--- config.mk ---
export PLATFORM = sky130hd
export DESIGN_NAME = noc_rx_port
export DESIGN_NICKNAME = d
export VERILOG_FILES = /design/src/rtl/noc_rx_port.sv
export SDC_FILE = /design/constraint.sdc
export NUM_CORES = 1
export LEC_CHECK = 0
export CORE_MARGIN = 2
export CORE_UTILIZATION = 48
export DETAILED_ROUTE_END_ITERATION = 6
export PLACE_DENSITY_LB_ADDON = 0.05
export SLEW_MARGIN = 20
export SYNTH_ARGS = -nofsm -noshare
export SYNTH_HDL_FRONTEND = slang
export SYNTH_SLANG_ARGS = --single-unit
--- constraint.sdc ---
create_clock -name CLK -period 2.7 [get_ports CLK]
set_clock_uncertainty 0.15 [all_clocks]
set_input_delay 0.81 -clock CLK [delete_from_list [all_inputs] [get_ports CLK]]
set_output_delay 0.81 -clock CLK [all_outputs]
set_load 0.05 [all_outputs]
--- src/rtl/noc_rx_port.sv ---
// noc_rx_port: 4-entry first-word-fall-through receive FIFO between one NOC output port and a local core,
// with overflow drop counting and sticky per-source seen flags.
module noc_rx_port (
    input  logic       CLK,
    input  logic       RES,
    input  logic       CS,
    input  logic [7:0] port_in,
    input  logic       en_in,
    input  logic [1:0] src_add,
    output logic       full,
    output logic [7:0] out_data,
    output logic [1:0] out_src,
    output logic       out_valid,
    input  logic       out_ready,
    output logic [7:0] drop_cnt,
    output logic [3:0] src_seen
);
    logic [9:0] mem_q [4];
    logic [9:0] mem_d [4];
    logic [1:0] wr_ptr_q, wr_ptr_d, rd_ptr_q, rd_ptr_d;
    logic [2:0] cnt_q, cnt_d;
    logic [7:0] drop_q, drop_d;
    logic [3:0] seen_q, seen_d;
    logic       wr_req, rd, wr, drop;

    assign full      = cnt_q == 3'd4;
    assign out_valid = cnt_q != 3'd0;
    assign {out_src, out_data} = mem_q[rd_ptr_q];
    assign drop_cnt  = drop_q;
    assign src_seen  = seen_q;

    assign wr_req = CS & en_in;
    assign rd     = out_valid & out_ready;
    // when full, a same-cycle read frees the head slot, which is exactly where wr_ptr points
    assign wr     = wr_req & (~full | rd);
    assign drop   = wr_req & full & ~rd;

    always_comb begin
        mem_d = mem_q;
        if (wr) mem_d[wr_ptr_q] = {src_add, port_in};
        wr_ptr_d = wr ? wr_ptr_q + 2'd1 : wr_ptr_q;
        rd_ptr_d = rd ? rd_ptr_q + 2'd1 : rd_ptr_q;
        cnt_d    = (wr & ~rd) ? cnt_q + 3'd1 : (rd & ~wr) ? cnt_q - 3'd1 : cnt_q;
        drop_d   = (drop && drop_q != 8'hff) ? drop_q + 8'd1 : drop_q;
        seen_d   = wr ? seen_q | (4'b0001 << src_add) : seen_q;
    end

    always_ff @(posedge CLK) begin
        if (RES) begin
            for (int i = 0; i < 4; i++) mem_q[i] <= '0;
            wr_ptr_q <= '0;
            rd_ptr_q <= '0;
            cnt_q    <= '0;
            drop_q   <= '0;
            seen_q   <= '0;
        end else begin
            mem_q    <= mem_d;
            wr_ptr_q <= wr_ptr_d;
            rd_ptr_q <= rd_ptr_d;
            cnt_q    <= cnt_d;
            drop_q   <= drop_d;
            seen_q   <= seen_d;
        end
    end
endmodule

After elaboration in Yosys (flattened, before gate mapping)
Cells that the tools add are included.
W data, S select, Z words.

storage, ports and cells
  memory bits (read-only) = 0
  logic and storage cells = 46
  latch bits = 0
  register bits = 59
  input bits = 15
  output and inout port bits = 24
  RAM bits = 0
  memories kept = 0

operators by class
  magnitude comparators = 3
  bitwise operators = 14
  reduce and logical (&&, ||, !) cells = 4
  multipliers = 0
  multiplexer cells = 8
  equal/unequal tests = 2
  shift operators = 1
  add/subtract/negate cells = 5
  divide/modulo/power cells = 0

operators with widths
  operator               number
  $bwmux W40             1
  $mux W10               3
  $bmux W10 S2           1
  $demux W10 S2          1
  $add A8 B1 Y8 const B  1
  $ne A8 B8 Y1 const B   1
  $and A1 B1 Y1          7
  $ge A3 B3 Y1 const B   2
  $mux W3                2
  $not A2 Y3             2
  $add A2 B1 Y2 const B  2
  $or A4 B4 Y4           1
  $shl A1 B2 Y4 const A  1
  $add A3 B1 Y3 const B  1
  $eq A3 B3 Y1 const B   1
  $lt A3 B1 Y1 const B   1
  $not A1 Y1             3
  $reduce_bool A3 Y1     1
  $sub A3 B1 Y3 const B  1
  $logic_and A1 B1 Y1    2
  $reduce_bool A2 Y1     1
  $or A1 B1 Y1           1

Longest topological paths before layout
  depth after elaboration = 8
  gate-level depth with buffers = 10
  mapped depth without buffers = 8

Least setup slack after synthesis
OpenSTA, ideal clock, no wires.

  path type = in2reg
  start point = in out_ready
  end point = reg cnt_q[2]
  stages = 10
  path buffers = 2
  required time = 2480 ps
  slack = -156 ps
  library setup time = 70 ps
  data arrival time = 2636 ps
  cells stage by stage = or4b_1 > buf_2 > and2_4 > buf_2 > ha_1 > inv_1 > fa_1 > xor2_1 > or3_1 > a21oi_1

between the ends
  longest elaborated chain between the ends = 6
  elaborated cells between the ends (all ways) = 9
  those cells by class = mux: 1; bitwise: 7; reduce/logical: 1

RTL lines
  item                                 RTL line  text
  start: declaration                   14        input logic out_ready,
  $and A1 B1 Y1 (*)                    33        assign rd = out_valid & out_ready;
  $or A1 B1 Y1 (*)                     35        assign wr = wr_req & (~full | rd);
  $and A1 B1 Y1 (*)                    35
  via wr                               24        logic wr_req, rd, wr, drop;
  $not A1 Y1                           43        cnt_d = (wr & ~rd) ? cnt_q + 3'd1 : (rd & ~wr) ? cnt_q - 3'd1 : cnt_q;
  $and A1 B1 Y1                        43
  $reduce_bool A2 Y1 (no source line)  --
  end signal: assignment               60        cnt_q <= cnt_d;
  end: declaration                     21        logic [2:0] cnt_q, cnt_d;

The timed path passes the listed nets; every way through them passes the cells marked *.
A chain may end at the register's enable or synchronous reset.

Worst setup path in the final report
  start point = reg rd_ptr_q[1]
  end point = out out_data[7]

between the ends
  longest elaborated chain between the ends = 4

RTL lines
  item                                          RTL line  text
  start: declaration                            20        logic [1:0] wr_ptr_q, wr_ptr_d, rd_ptr_q, rd_ptr_d;
  start signal: assignment                      59        rd_ptr_q <= rd_ptr_d;
  $not A2 Y3 (implied by the code)              28        assign {out_src, out_data} = mem_q[rd_ptr_q];
  $bmux W10 S2                                  28
  $mux W10 (implied by the code) (2 in series)  28
  end: declaration                              11        output logic [7:0] out_data,

No other way between the ends. The select of a mux whose other input is x is not followed.

==> impl_metrics.env <==
export IMPL_synthFlopType="dfxtp_1"
export IMPL_htreeDepth=3
export IMPL_criticalPathCategory="reg -> out"
export IMPL_finalSetupTns_ns=0
export IMPL_route_antenna_remaining_nets=0
export IMPL_yosysMostFrequentCell="dfxtp_1"
export IMPL_swShare_pct=30.8
export IMPL_critPathRequiredTime_ns=1.74
export IMPL_p_comb_share_pct=25.1
export IMPL_wire_per_inst_um=14.8
export IMPL_maxCapViolCount=0
export IMPL_endpoint_kind="primary output"
export IMPL_syn_nets=313
export IMPL_grt_pass1_wl_mm=10.3
export IMPL_synth_mux_area_share_pct=9.69
export IMPL_tightest_slew_ns=0.509
export IMPL_yosys_warnings=0
export IMPL_worstHoldStart="mem_q[10]$_SDFFE_PP0P_"
export IMPL_antenna_found_initial=0
export IMPL_cp_start_kind="flip-flop"
export IMPL_layout_min_cycle_time_ns=2.61
export IMPL_whs_path_depth=2
export IMPL_drv_slew=0
export IMPL_viasPerCell=5.33
export IMPL_hold_path_class="reg -> reg"
export IMPL_area_delta_synth_final_pct=26.2
export IMPL_ys_top_cells_by_area="dfxtp_1 45%, a21oi_1 8.7%, mux4_2 8.5%, nand3_1 8.5%, nand2_1 6.2%"
export IMPL_p_sw_mw=0.697
export IMPL_grt_total_usage_pct=21.7
export IMPL_synth_cells=291
export IMPL_cts_tree="built"
export IMPL_numPortBuffers=38
export IMPL_rows=27
export IMPL_run_status="completed"
export IMPL_num_nets_final=361
export IMPL_synth_top_family_by_area="simple AND/OR/NAND/NOR gates"
export IMPL_synth_edf_count=0
export IMPL_path_clk_slew_ns=0.06
export IMPL_fin_crit_sh_pct=96.7
export IMPL_startpoint="rd_ptr_q[1]$_SDFFE_PP0P_"
export IMPL_cts_sinks=59
export IMPL_cts_root_buf="clkbuf_8"
export IMPL_seqPwrFrac_pct=42.9
export IMPL_worstSkewPairLatency_ns=0.33
export IMPL_io_pins=39
export IMPL_final_util_pct=61.8
export IMPL_p_per_area_mw_per_mm2=676
export IMPL_first_global_vias=2162
export IMPL_synth_simple_area_share_pct=22.9
export IMPL_grt_overflow=0
export IMPL_synth_seq_area_share_pct=44.6
export IMPL_drt_wl_total_mm=6.14
export IMPL_r2r_start="cnt_q[0]$_SDFFE_PP0P_"
export IMPL_synth_seq_cells=59
export IMPL_synth_compound_area_share_pct=11.6
export IMPL_synthArstFlopShare_pct=0
export IMPL_yosys_top_cells_count="59 x dfxtp_1, 46 x a21oi_1, 45 x nand3_1"
export IMPL_critPathArrivalTime_ns=1.65
export IMPL_p_leak_nw=1.20
export IMPL_hpwl_mm=3.96
export IMPL_rr_worst_depth=8
export IMPL_slew_headroom_pct=66.0
export IMPL_dieArea_mm2=0.00612
export IMPL_firstDrtPassIters=5
export IMPL_die_x_um=78.3
export IMPL_ys_types=34
export IMPL_max_vdd_ir_drop_uv=593
export IMPL_start_util_pct=49.0
export IMPL_ctsLongestPathBuffers=2
export IMPL_power_internal_mw=1.56
export IMPL_post_cts_buffers=0
export IMPL_drive_above_1_share_pct=19.8
export IMPL_crit_path_max_fanout=5
export IMPL_fmax_mhz=383
export IMPL_synth_adder_area_share_pct=3.59
export IMPL_drcViolationCount=0
export IMPL_grt_max_degree=54
export IMPL_synth_top_area_share_pct=44.6
export IMPL_netlist_area_mm2=0.00265
export IMPL_cts_inserted_buffers=9
export IMPL_hold_slack_ns=0.300
export IMPL_finalSetupViolCount=0
export IMPL_p_clk_share_pct=32.0
export IMPL_coreArea_mm2=0.00541
export IMPL_first_iter_violations=162
export IMPL_yosys_area_top_type="dfxtp_1"
export IMPL_gp_congestion=0.737
export IMPL_syn_area_per_cell_um2=9.09
export IMPL_die_y_um=78.3
export IMPL_vias=2212
export IMPL_hold_viol_final=0
export IMPL_antenna_cells=0
export IMPL_rsz0062_at_grt="no"
export IMPL_synthXorXnorAreaFrac_pct=2.65
[power groups by stage]
stage          clock, mW  combinational [mW]  sequential [mW]
3_3_place_gp           0               0.567            0.990
5_1_grt            0.776               0.618            0.977
6_report           0.723               0.566            0.970
2_1_floorplan          0               0.382            0.986
4_1_cts            0.743               0.574            0.970
3_5_place_dp           0               0.573            0.989
[routing by layer]
metal,track usage [%],part of all wire [%]
met1,28.3,46
met2,34.5,48
met3,6.32,4.6
met4,7.89,0.78
met5,0,0
[critical path, stage by stage, from the launching register on]
cell and delay, ns:
dfxtp_1 0.43, buf_4 0.19, mux4_2 0.49, buf_4 0.20
[stage by stage]
step	cells	worst slack (ns)	instance area (um2)	power (mW)
floorplan	291	-0.0516	2680	1.37
global placement	400	-0.248	3160	1.56
detailed placement	400	-0.288	3160	1.56
finish	415	0.0898	3340	2.26
CTS	415	0.0492	3340	2.29
global route	415	0.00228	3340	2.37
[cell type report]
cell class,instances,area (um2)
clock buffers,13,169
clock inverters,2,10.0
fillers,477,2070
inverters,5,18.8
multi-input cells,207,1360
flip-flops and latches,59,1180
well taps,72,90.1
repair buffers,57,515
[final timing paths]
kind,end,slack [ns]
setup / recovery,out_data[7],0.09
hold reg to reg,mem_q[10]$_SDFFE_PP0P_,0.30
hold / removal,mem_q[10]$_SDFFE_PP0P_,0.30
setup reg to reg,cnt_q[2]$_SDFFE_PP0P_,0.41
[kinds of logic (layout without fill, tap and decap cells)]
| kind of cell | Yosys count | in the layout |
|---|---|---|
| AND/OR/NAND/NOR | 123 | 123 |
| buffers and inverters | 25 | 77 |
| adder cells (fa/ha/maj) | 7 | 7 |
| flip-flops | 59 | 59 |
| AO/OA/AOI/OAI | 56 | 56 |
| XOR/XNOR | 8 | 8 |
| multiplexers | 13 | 13 |
[placed cells by master, fill, tap and decap left out, types with 2 or more instances in the layout]
cell type	Yosys	final
buf_12	0	2
a21oi_1	46	46
mux2i_1	2	2
nand4_1	2	2
dfxtp_1	59	59
inv_1	5	4
o21ai_0	3	3
ha_1	6	5
nor2_1	15	15
buf_4	0	29
or3_1	4	4
clkinv_2	0	2
clkbuf_8	0	12
clkdlybuf4s50_1	0	24
mux4_2	10	10
nand2_1	44	44
xor2_1	7	7
nand3_2	4	4
a31oi_1	4	4
nand3_1	45	45
[state kept, by name (all words and copies together) (netlist names)]
signal	flops
rd_ptr_q	2
drop_cnt	8
mem_q	40
wr_ptr_q	2
cnt_q	3
src_seen	4
[what timing repair did]
| action | 4_1_cts | 5_1_grt |
|---|---|---|
| hold buffers | 0 | 0 |
| endpoints found under the setup margin | 0 | 1 |
| resized for setup | 0 | 1 |
(Power assumes the default switching activity.)
